`src/rtl/frame_uart_tx.sv`:
```
// Frame-buffer readback transmitter: sweeps RAM addresses 0..DEPTH-1 and sends each byte as 8N1 UART.
// Optional FRAME_TX_CHKSUM_EN appends a modulo-256 sum byte after the last pixel.
module frame_uart_tx #(
  parameter int CLK_FREQ = 50_000_000,
  parameter int BAUD     = 9600,
  parameter int ADDR_W   = 16,
  parameter int DEPTH    = 40000
) (
  input  logic              sclk,
  input  logic              rst_n,
  input  logic              start,
  output logic              rd_en,
  output logic [ADDR_W-1:0] rd_addr,
  input  logic [7:0]        rd_data,
  output logic              tx,
  output logic              busy,
  output logic              done
);

  localparam int BAUD_CNT = CLK_FREQ / BAUD;
  localparam int BW = (BAUD_CNT > 1) ? $clog2(BAUD_CNT) : 1;
  localparam logic [BW-1:0]     BAUD_LAST = BW'(BAUD_CNT - 1);
  localparam logic [ADDR_W-1:0] ADDR_LAST = ADDR_W'(DEPTH - 1);
  localparam logic [3:0]        BIT_LAST  = 4'd9;

  typedef enum logic [2:0] {
    IDLE     = 3'd0,
    READ     = 3'd1,
    WAIT     = 3'd2,
    LOAD     = 3'd3,
    SEND     = 3'd4,
    LOAD_SUM = 3'd5
  } state_t;

  state_t            state_r, state_s;
  logic [ADDR_W-1:0] addr_r, addr_s;
  logic [BW-1:0]     baud_r, baud_s;
  logic [3:0]        bit_r, bit_s;
  logic [9:0]        shift_r, shift_s;
  logic              rd_en_r, rd_en_s;
  logic              tx_r, tx_s;
  logic              busy_r, busy_s;
  logic              done_r;
  logic              fin_r, fin_s;
`ifdef FRAME_TX_CHKSUM_EN
  logic [7:0]        sum_r, sum_s;
  logic              sum_phase_r, sum_phase_s;
`endif

  // Next-state, counter and output logic; fin marks the frame end one cycle before done.
  always_comb begin
    state_s = state_r;
    addr_s  = addr_r;
    baud_s  = baud_r;
    bit_s   = bit_r;
    shift_s = shift_r;
    busy_s  = busy_r;
    fin_s   = 1'b0;
`ifdef FRAME_TX_CHKSUM_EN
    sum_s       = sum_r;
    sum_phase_s = sum_phase_r;
`endif
    case (state_r)
      IDLE: begin
        // busy is still high during the fin cycle, so a start there is dropped too
        if (fin_r) begin
          busy_s = 1'b0;
        end else if (start && !busy_r && !done_r) begin
          state_s = READ;
          busy_s  = 1'b1;
          addr_s  = {ADDR_W{1'b0}};
`ifdef FRAME_TX_CHKSUM_EN
          sum_s       = 8'd0;
          sum_phase_s = 1'b0;
`endif
        end else begin
          state_s = IDLE;
        end
      end
      READ: state_s = WAIT;
      WAIT: state_s = LOAD;
      LOAD: begin
        shift_s = {1'b1, rd_data, 1'b0};
        baud_s  = {BW{1'b0}};
        bit_s   = 4'd0;
        state_s = SEND;
`ifdef FRAME_TX_CHKSUM_EN
        sum_s = sum_r + rd_data;
`endif
      end
`ifdef FRAME_TX_CHKSUM_EN
      LOAD_SUM: begin
        shift_s     = {1'b1, sum_r, 1'b0};
        baud_s      = {BW{1'b0}};
        bit_s       = 4'd0;
        sum_phase_s = 1'b1;
        state_s     = SEND;
      end
`endif
      SEND: begin
        if (baud_r == BAUD_LAST) begin
          baud_s = {BW{1'b0}};
          if (bit_r == BIT_LAST) begin
            bit_s = 4'd0;
`ifdef FRAME_TX_CHKSUM_EN
            if (sum_phase_r) begin
              state_s = IDLE;
              fin_s   = 1'b1;
            end else if (addr_r == ADDR_LAST) begin
              state_s = LOAD_SUM;
            end else begin
              addr_s  = addr_r + 1'b1;
              state_s = READ;
            end
`else
            if (addr_r == ADDR_LAST) begin
              state_s = IDLE;
              fin_s   = 1'b1;
            end else begin
              addr_s  = addr_r + 1'b1;
              state_s = READ;
            end
`endif
          end else begin
            bit_s   = bit_r + 4'd1;
            shift_s = {1'b1, shift_r[9:1]};
          end
        end else begin
          baud_s = baud_r + 1'b1;
        end
      end
      default: begin
        state_s = IDLE;
        busy_s  = 1'b0;
      end
    endcase
    rd_en_s = (state_s == READ);
    tx_s    = (state_r == SEND) ? shift_r[0] : 1'b1;
  end

  // State and registered-output update with asynchronous reset to idle line.
  always_ff @(posedge sclk or negedge rst_n) begin
    if (!rst_n) begin
      state_r <= IDLE;
      addr_r  <= {ADDR_W{1'b0}};
      baud_r  <= {BW{1'b0}};
      bit_r   <= 4'd0;
      shift_r <= 10'h3FF;
      rd_en_r <= 1'b0;
      tx_r    <= 1'b1;
      busy_r  <= 1'b0;
      done_r  <= 1'b0;
      fin_r   <= 1'b0;
`ifdef FRAME_TX_CHKSUM_EN
      sum_r       <= 8'd0;
      sum_phase_r <= 1'b0;
`endif
    end else begin
      state_r <= state_s;
      addr_r  <= addr_s;
      baud_r  <= baud_s;
      bit_r   <= bit_s;
      shift_r <= shift_s;
      rd_en_r <= rd_en_s;
      tx_r    <= tx_s;
      busy_r  <= busy_s;
      done_r  <= fin_r;
      fin_r   <= fin_s;
`ifdef FRAME_TX_CHKSUM_EN
      sum_r       <= sum_s;
      sum_phase_r <= sum_phase_s;
`endif
    end
  end

  assign rd_en   = rd_en_r;
  assign rd_addr = addr_r;
  assign tx      = tx_r;
  assign busy    = busy_r;
  assign done    = done_r;

endmodule

```
`config.mk`:
```
export PLATFORM = sky130hd
export DESIGN_NAME = frame_uart_tx
export DESIGN_NICKNAME = d
export VERILOG_FILES = /design/src/rtl/frame_uart_tx.sv
export SDC_FILE = /design/constraint.sdc
export NUM_CORES = 1
export LEC_CHECK = 0
export ABC_CLOCK_PERIOD_IN_PS = 2260
export CAP_MARGIN = 5
export CORE_ASPECT_RATIO = 1.4
export CORE_MARGIN = 5
export CORE_UTILIZATION = 34
export CTS_BUF_LIST = sky130_fd_sc_hd__clkbuf_16
export CTS_CLUSTER_DIAMETER = 30
export CTS_CLUSTER_SIZE = 40
export DETAILED_ROUTE_END_ITERATION = 8
export GPL_TIMING_DRIVEN = 0
export MAX_ROUTING_LAYER = met4
export PLACE_DENSITY = 0.58
export SLEW_MARGIN = 20
export SYNTH_ARGS = -nofsm -noshare
export SYNTH_HDL_FRONTEND = slang
export SYNTH_SLANG_ARGS = --single-unit
```
`constraint.sdc`:
```
create_clock -name sclk -period 2.26 [get_ports sclk]
set_input_delay 0.678 -clock sclk [delete_from_list [all_inputs] [get_ports sclk]]
set_output_delay 0.678 -clock sclk [all_outputs]
set_load 0.02 [all_outputs]
```
==> metrics.md, run 1 <==
| Metric | Value |
|---|---|
| Multi-input gate area | 1300 um^2 |
| DR pass1 iterations | 4 |
| Cell row count | 37 |
| Final setup fails | 0 |
| Area share of the largest cell type after synthesis | between 30% and 40% |
| All-layer global routing usage | 13.0% |
| Cells after synthesis | 282 |
| DP HPWL | 4.10 mm |
| Worst hold path type | primary input to async pin |
| CP Launch Type | flip-flop |
| Number of distinct library cells after synthesis | 46 |
| # port buffers | 30 |
| Fraction of registers with async set/reset | 100% |
| Synth Flop Type | dfrtp_1 |
| Crit path DAT | ~2.3 ns |
| Post-layout instance count excluding filler cells | 422 |
| Final WS setup | 0.104 ns |
| Via/cell ratio | 5.27 |
| Proportion of layout cells with a drive suffix above 1 | 14.8% |
| Routed Wire Length | 5.91 mm |
| Min Tclk post-route | 2.16 ns |
| Largest net degree at the start of global routing | 51 |
| CTS root buffer | clkbuf_16 |
| H-tree Lvls | 2 |
| Starting density of the core | 35.1% |
| DR WL/cell | 14.0 um |
| Int Power | 1.44 mW |
| Slowest CP cell | or4b_4 |
| ANT cells | 0 |
| Worst-Margin Slew | 0.653 ns |
| DIE AREA | ~9500 um^2 |
| Setup crit end kind | flip-flop |
| Initial antenna violation count | 0 |
| Placed Cells | ~400 |
| Final period utilization | between 90% and 100% |
| Clk_skew | 0.00510 ns |
| Status | finished clean |
| Seq/Total Area, Yosys | 48.7% |
| Pwr Density | about 550 nW/um^2 |
| Die Span Y | between 100 and 150 um |
| I/O pin count | 31 |
| Syn-to-layout area delta | 26.2% |
| Share of power burned in registers | 49.6% |
| Num CTS Buffers | 5 |
| Net switching power | between 0.3 and 0.4 mW |
| Peak supply drop | 0.307 mV |
| Fmax | approximately 460 MHz |
| Hold Violations, Final | 0 |
| Reg clk slew, reported paths | around 0.07 ns |
| DP Worst Slack | -0.237 ns |
| Max Cap Violations | 0 |
| Cell family with most CP delay | simple AND/OR/NAND/NOR gates |
| Worst Path Buf+Inv | 0 |
| CP Data Required Time | 2.44 ns |
| Worst path max stage delay | 0.59 ns |
| Fillers | 738 |
| Post-synth EDFFs | 0 |
| Post-cts hold buffer count | 0 |
| Synth Cell Area | 2600 um^2 |
| Mapped Nets | slightly below 300 |
| Mapped Avg Cell Area | 9.21 um^2 |
| RSZ-0062 raised after global routing | no |
| Power Total | 1.81 mW |
| Switching Share | 20.5% |
| Synth area leaders | dfrtp_1 (39%), dfstp_2 (10%), nand2_1 (6.9%), o21ai_0 (4.2%), nor2_1 (3.5%) |
| CP cell instances | or4b_4 -> or3_4 -> nand2_1 -> o21ai_0 -> a21o_2 |
| Post-Layout Inst Area | 3280 um^2 |
| Core area | 7410 um^2 |
| Nets | 339 |
| Max Slew Vio Count | 0 |
| Rel. slew slack | between 50% and 60% |
| Drt drc | 0 |
| Iter 0 DRT Violations | 109 |
| Synthesis Warnings | 0 |
| Routed Antenna Nets | 0 |
| Storage cell area | 1260 um^2 |
| DP Area | 3020 um^2 |
| Combinational share of power | 2.1% |
| Vias in the first global route | 2096 |
| First-pass GRT wire length | 10.0 mm |
| Leading area contributor after synthesis | dfrtp_1 |
| TritonCTS clock tree | built |
| Worst Setup Path Type | flip-flop to flip-flop |
| Clk network pwr share | 48.3% |
| Die width | 83.9 um |
| Clock Path Buffers | 2 |
| Lkg Pwr | ~1.3 nW |
| Synth Register Bits | 50 |
| CTS Sinks | 50 |
| Vias after detailed routing | 2225 |
| Placer Congestion | 0.797 |
| Clock latency on the worst-skew pair | 0.29 ns |
| CP max FO | 7 |
| Overflow after GRT | 0 |
-- area by class of cell --
cell class	count	area share, %
clock buffers	5	3.82
well taps	97	3.70
flip-flops and latches	50	38.5
inverters	7	0.802
clock inverters	3	1.34
multi-input cells	216	39.7
repair buffers	36	10.8
plain buffers	8	1.30
-- final timing paths --
kind / start / to / slack [ns] / cells after the start
max: baud_r[8] / baud_r[9] / 0.10 / 5
min: rst_n / rd_addr[9] / 0.40 / 1
max reg2reg: baud_r[8] / baud_r[9] / 0.10 / 5
min reg2reg: fin_r / done / 0.43 / 0
max in group asynchronous: rst_n / rd_addr[5] / 1.40 / 1
min in group sclk: fin_r / done / 0.43 / 0
-- sequential cells by signal (all words and copies together) (netlist names) --
register and cells:
shift_r 9, state_r 3, tx 1, fin_r 1, rd_en 1, baud_r 13
done 1, busy 1, rd_addr 16, bit_r 4
-- worst reg2reg max path: stages (launching register included) --
cell	delay (ns)
dfrtp_1	0.43
or4b_4	0.59
or3_4	0.46
nand2_1	0.23
o21ai_0	0.13
a21o_2	0.22
-- logic make-up (layout without fill, tap and decap cells) --
group | count (synthesis) | count (layout) | share of synthesized area (%)
adders and majority gates | 4 | 4 | 1.93
and+or+nand+nor | 142 | 142 | 28.7
buffers and inverters | 16 | 59 | 2.75
xor gates and xnor gates | 6 | 6 | 2.02
muxes | 1 | 1 | 0.385
AOI/OAI and AO/OA | 63 | 63 | 15.6
DFF | 50 | 50 | 48.7
-- placed cells by master (no fill, tap or decap), types with 5 or more instances in the layout --
cell,Yosys,layout
nand3_1,13,13
o21ai_0,22,21
a21oi_1,14,14
xor2_1,5,5
nand4_1,6,6
inv_1,7,7
buf_4,1,7
or4_1,5,5
dfrtp_1,40,40
nor3_1,7,7
o211ai_1,5,5
or3_1,8,8
clkbuf_16,0,5
a31oi_1,12,12
clkdlybuf4s50_1,0,29
nor2_1,24,24
dfstp_2,10,10
nand2_1,48,48
clkbuf_1,7,5
or2_2,5,5
-- synthesized netlist by cell type, types with 2 or more instances --
master / n
o211ai_1: 5
a22o_1: 2
inv_1: 7
nand3b_1: 2
a31oi_1: 12
nor2b_1: 3
clkbuf_1: 7
nand2_1: 48
nor3_1: 7
nand4_1: 6
and3_1: 4
nor4_1: 4
dfstp_2: 10
or2_2: 5
nand3_1: 13
xor2_1: 5
dfrtp_1: 40
a21oi_1: 14
a31oi_2: 2
ha_1: 4
or3_1: 8
nor2_1: 24
o21ai_0: 22
or4_1: 5
nor3_4: 2
-- stage by stage --
step | utilization (%) | TNS (ns) | hold slack, ns
after global routing | 44.3 | 0 | 0.446
after CTS | 43.1 | 0 | 0.439
final | 44.3 | 0 | 0.402
after floorplan | - | 0 | 0.375
after detailed placement | 40.7 | -2.33 | 0.415
after global placement | 40.8 | -50.85 | 0.418
-- routing by layer --
layer  GRT usage (%)  vias up  share of wire [%]
met4            3.76        0                1.2
met2            22.4       37                 51
met5               -        -                  0
li1                -     1100                  -
met3            2.24        5                4.0
met1            15.5     1083                 43
-- power groups by stage --
stage,sequential [mW],clock [mW],combinational [mW]
after CTS,0.895,0.889,0.0399
after global routing,0.895,0.920,0.0441
after detailed placement,0.912,0,0.0399
after global placement,0.912,0,0.0405
final,0.895,0.873,0.0381
after floorplan,0.912,0,0.00406
-- timing repair --
action / 4_1_cts / 5_1_grt
setup buffers: 0 / 6
resized for setup: 1 / 8
setup endpoints to repair: 8 / 20
pin swaps: 1 / 3
No activity file was read; power rests on OpenSTA's default activity.
==> inputs of run 2 (changes only) <==
--- a/config.mk
+++ b/config.mk
@@ -21,3 +21,4 @@
 export SYNTH_ARGS = -nofsm -noshare
 export SYNTH_HDL_FRONTEND = slang
 export SYNTH_SLANG_ARGS = --single-unit
+export TNS_END_PERCENT = 1
==> run 2 against run 1 <==
  * Final area fell by 1.8%
  * Flip-flop and latch count unchanged
  * Sequential power about the same
  * Critical path type unchanged
  * Highest routed layer unchanged
==> metrics.md, run 2 (same netlist as run 1, synthesis figures left out) <==
| Metric | Value |
|---|---|
| Met1 Use GR | 15.5% |
| Met3 global-route usage | 2.24% |
| FF-to-FF path depth | 6 |
| CP Launch Type | flip-flop |
| Hold Violations, Final | 0 |
| Final period utilization | a little over nine tenths |
| CTS Sinks | 50 |
| ANT cells | 0 |
| Rel. slew slack | 57.0% |
| Max Slew Vio Count | 0 |
| Proportion of layout cells with a drive suffix above 1 | 13.8% |
| # port buffers | 30 |
| Nets | between 300 and 400 |
| Clk_skew | 0.00432 ns |
| Worst Setup Path Type | flip-flop to flip-flop |
| DP HPWL | approximately 4 mm |
| Post-cts hold buffer count | 0 |
| I/O pin count | 31 |
| Vias in the first global route | roughly 2100 |
| DIE AREA | 9510 um^2 |
| Cell row count | 37 |
| Crit path DAT | roughly 2.4 ns |
| Post-CTS Setup Bufs | 0 |
| RSZ-0062 raised after global routing | yes |
| Core area | 7410 um^2 |
| Placer Congestion | approximately 0.8 |
| Max FFs per register | 16 |
| CP Data Required Time | 2.48 ns |
| Placed Cells | a little over 400 |
| Worst-Margin Slew | around 0.65 ns |
| Worst hold path type | primary input to async pin |
| DR pass1 iterations | 4 |
| CP max FO | 10 |
| GR peak layer | met2 |
| Lkg Pwr | 1.29 nW |
| DP Worst Slack | -0.237 ns |
| Fin util | 43.5% |
| Commonest non-fill, non-tap cell in the layout | nand2_1 |
| Max Cap Violations | 0 |
| Reg2reg setup slack | 0.11 ns |
| Iter 0 DRT Violations | 122 |
| Die width | 83.9 um |
| Die Span Y | 113 um |
| DR WL/cell | 14.0 um |
| DP Area | slightly above 3000 um^2 |
| Drt drc | 0 |
| TritonCTS clock tree | built |
| Grt met2 use | 22.4% |
| H-tree Lvls | 2 |
| Starting density of the core | 35.1% |
| Most frequent cells in the layout | nand2_1 (48), dfrtp_1 (39), clkdlybuf4s50_1 (29), nor2_1 (24), o21ai_0 (22) |
| Vias after detailed routing | roughly 2200 |
| First-pass GRT wire length | 10.0 mm |
| Post-Layout Inst Area | approximately 3200 um^2 |
| Routed Wire Length | roughly 6 mm |
| RR Endpoint | shift_r[7] |
| Fmax | 465 MHz |
| Reg clk slew, reported paths | 0.07 ns |
| Initial antenna violation count | 0 |
| All-layer global routing usage | 13.0% |
| Setup crit end kind | flip-flop |
| CTS root buffer | clkbuf_16 |
| Syn-to-layout area delta | 23.9% |
| Largest net degree at the start of global routing | 51 |
| Peak supply drop | 0.303 mV |
| Clock Path Buffers | 2 |
| Final setup fails | 0 |
| Num CTS Buffers | 5 |
| Min Tclk post-route | approximately 2.2 ns |
| Status | finished clean |
| Pwr Density | 559 nW/um^2 |
| Via/cell ratio | 5.27 |
| Final WS setup | roughly 0.11 ns |
| Post-layout instance count excluding filler cells | 416 |
| Routed Antenna Nets | 0 |
| Overflow after GRT | 0 |
| Hold Slack | 0.405 ns |
| Worst R2R Start | baud_r[9] |
| Clock latency on the worst-skew pair | between 0.2 and 0.3 ns |
[run 2: repair_timing]
action / in CTS / in global routing
setup endpoints to repair: 8 / 20
resized for setup: 1 / 9
pin swaps: 1 / 3
[run 2: report_power, final]
| group | internal [mW] | total (mW) | switching, mW |
|---|---|---|---|
| registers | 0.895 | 0.895 | 0 |
| logic | 0.0160 | 0.0380 | 0.0219 |
| clock network | 0.525 | 0.865 | 0.341 |
| total | 1.44 | 1.80 | 0.363 |
[run 2: cell type report]
type,count,area (um^2)
clock buffer,5,125
clock inverter,3,43.8
sequential,50,1260
fill,744,4190
inverter,7,26.3
buffer,8,42.5
timing repair buffer,30,298
multi-input combinational,216,1300
tap,97,121
[run 2: metal layers]
metal / vias to the layer above / wire length [um]
li1: 1083 / -
met1: 1059 / 2540
met2: 47 / 2960
met3: 5 / 273
met4: 0 / 69
met5: - / 0
[run 2: per-stage QoR]
stage	TNS [ns]	total power, mW
detailed placement	-2.33	0.952
global placement	-50.85	0.952
global route	-0.0321	1.86
finish	0	1.80
CTS	0	1.82
floorplan	0	0.916
[run 2: critical path, cell delays in order (launching register included)]
cell and delay [ns]:
dfrtp_1 0.42, or4b_4 0.60, or3_4 0.39, a22oi_4 0.30
buf_6 0.19, nor2_1 0.05, a31oi_2 0.13
[run 2: how the worst max path moves through the flow]
| stage | from | to | slack, ns | cells after the start |
|---|---|---|---|---|
| global route | baud_r[3] | rd_addr[4] | -0.03 | 6 |
| CTS | state_r[1] | rd_addr[3] | 0.0001 | 7 |
| global placement | rst_n | baud_r[2] | -1.08 | 1 |
| detailed placement | start | rd_addr[3] | -0.24 | 5 |
| floorplan | baud_r[9] | shift_r[6] | 0.19 | 6 |
| finish | baud_r[9] | shift_r[7] | 0.11 | 6 |
==> inputs of run 3 (changes only) <==
--- a/config.mk
+++ b/config.mk
@@ -17,7 +17,6 @@
 export GPL_TIMING_DRIVEN = 0
 export MAX_ROUTING_LAYER = met4
 export PLACE_DENSITY = 0.58
-export SLEW_MARGIN = 20
 export SYNTH_ARGS = -nofsm -noshare
 export SYNTH_HDL_FRONTEND = slang
 export SYNTH_SLANG_ARGS = --single-unit
==> run 3 against run 2 <==
  * Setup slack worse by 0.064 ns
  * Clock skew down 0.00090 ns
  * First-iteration DRC count down 39%
  * Core utilization up 0.24 points
  * Flip-flop and latch count unchanged
  * Sequential power about the same
  * Fmax down 2.9%
  * Cell count up 0.24%
  * Non-clock buffer count up 1
  * Critical endpoint unchanged
  * Largest cell class unchanged
  * Largest power group unchanged
==> metrics.md, run 3 (same netlist as run 1, synthesis figures left out) <==
| Metric | Value |
|---|---|
| ANT cells | 0 |
| CTS Sinks | 50 |
| Final period utilization | between 90% and 100% |
| RR Endpoint | shift_r[7] |
| CP cell instances | or4b_4 -> or3_4 -> a22oi_4 -> buf_6 -> nor2_1 -> a31oi_2 |
| Fin util | 43.7% |
| CP Launch Type | flip-flop |
| Hold Violations, Final | 0 |
| # port buffers | 30 |
| Post-cts hold buffer count | 0 |
| DP HPWL | 4.15 mm |
| Routed Wire Length | a little under 6 mm |
| I/O pin count | 31 |
| Clock latency on the worst-skew pair | 0.29 ns |
| TritonCTS clock tree | built |
| Fmax | 451 MHz |
| Worst R2R Start | baud_r[9] |
| Setup crit end kind | flip-flop |
| Routed Antenna Nets | 0 |
| FF-to-FF path depth | 6 |
| H-tree Lvls | 2 |
| Peak supply drop | 0.280 mV |
| Reg clk slew, reported paths | 0.07 ns |
| Reg2reg setup slack | 0.04 ns |
| Largest net degree at the start of global routing | 39 |
| Placer Congestion | 0.797 |
| Clk_skew | 0.00342 ns |
| Clock Path Buffers | 2 |
| DP Area | 3030 um^2 |
| Max Cap Violations | 0 |
| Vias after detailed routing | 2180 |
| Core area | 7410 um^2 |
| Vias in the first global route | approximately 2100 |
| Max Slew Vio Count | 0 |
| Lkg Pwr | 1.30 nW |
| Multi-input gate area | 1300 um^2 |
| Most frequent cells in the layout | nand2_1 (48), dfrtp_1 (39), clkdlybuf4s50_1 (29), nor2_1 (24), o21ai_0 (22) |
| Worst Setup Path Type | flip-flop to flip-flop |
| Rel. slew slack | 67.9% |
| Via/cell ratio | 5.23 |
| Cell row count | 37 |
| Slowest CP cell | or4b_4 |
| Die width | roughly 84 um |
| Commonest non-fill, non-tap cell in the layout | nand2_1 |
| Worst hold path type | primary input to async pin |
| Drt drc | 0 |
| Post-CTS Setup Bufs | 0 |
| First-pass GRT wire length | 10.1 mm |
| Max FFs per register | 16 |
| Min Tclk post-route | 2.22 ns |
| DR pass1 iterations | 6 |
| Post-Layout Inst Area | 3240 um^2 |
| Iter 0 DRT Violations | 74 |
| Worst-Margin Slew | between 0.4 and 0.5 ns |
| CP Data Required Time | 2.48 ns |
| Final setup fails | 0 |
| RSZ-0062 raised after global routing | yes |
| Overflow after GRT | 0 |
| Fillers | 740 |
| Syn-to-layout area delta | 24.6% |
| Crit path DAT | 2.43 ns |
| Storage cell area | 1260 um^2 |
| DR WL/cell | about 14 um |
| Die Span Y | 113 um |
| Status | finished clean |
| All-layer global routing usage | 13.1% |
| Post-layout instance count excluding filler cells | 417 |
| Placed Cells | 410 |
| Num CTS Buffers | 5 |
| Starting density of the core | 35.1% |
| Pwr Density | roughly 560 nW/um^2 |
| Worst path max stage delay | 0.60 ns |
| DIE AREA | 9510 um^2 |
| Nets | about 330 |
| CP max FO | 10 |
| CTS root buffer | clkbuf_16 |
| Proportion of layout cells with a drive suffix above 1 | 14.1% |
| Initial antenna violation count | 0 |
-- run 3: cell types whose count changed in the layout (fill, tap and decap cells not counted) --
cell,before,now
buf_4,2,1
clkbuf_2,0,1
buf_12,0,1
-- run 3: layer usage --
layer  track usage, %  vias to the layer above  wire, um
li1                 -                     1090         -
met2             23.1                       39      3050
met5                -                        -         0
met4             3.86                        0        79
met1             15.1                     1045      2460
met3             2.53                        6       236
-- run 3: worst max-delay path, delay by kind of cell, from the launching register on --
kind / cells / cell delay, ns
compound gates: 2 / 0.43
buf+inv: 1 / 0.19
flops: 1 / 0.41
simple gates: 3 / 1.10
-- run 3: what timing repair did --
action / CTS / global route
setup endpoints to repair: 8 / 20
resized for setup: 1 / 8
pin swaps: 1 / 1
-- run 3: worst max-delay path by stage --
stage | slack, ns | depth (start not counted) | startpoint | endpoint
5_1_grt | -0.05 | 5 | baud_r[9] | bit_r[2]
4_1_cts | 0.02 | 6 | baud_r[9] | shift_r[7]
3_5_place_dp | -0.25 | 5 | start | rd_addr[10]
2_1_floorplan | 0.19 | 6 | baud_r[9] | shift_r[6]
3_3_place_gp | -1.08 | 1 | rst_n | baud_r[2]
6_report | 0.04 | 6 | baud_r[9] | shift_r[7]
-- run 3: cell type report --
| cell class | count | area share (%) |
|---|---|---|
| Sequential cell | 50 | 39.1 |
| Inverter | 7 | 0.812 |
| Multi-Input combinational cell | 216 | 40.1 |
| Clock inverter | 3 | 1.35 |
| Tap cell | 97 | 3.75 |
| Buffer | 8 | 1.31 |
| Clock buffer | 5 | 3.87 |
| Timing Repair Buffer | 31 | 9.74 |
-- run 3: through the flow --
step	worst slack [ns]	hold WS, ns	TNS [ns]	power, mW
final	0.0441	0.282	0	1.81
after global routing	-0.0470	0.295	-0.120	1.87
after CTS	0.0157	0.289	0	1.83
after detailed placement	-0.253	0.418	-2.40	0.956
after global placement	-1.08	0.418	-50.85	0.952
after floorplan	0.192	0.375	0	0.916
-- run 3: power by group --
part           total (mW)  switching [mW]  internal [mW]
clock network       0.869           0.344          0.525
registers           0.895               0          0.895
logic              0.0419          0.0228         0.0190
total                1.81           0.367           1.44
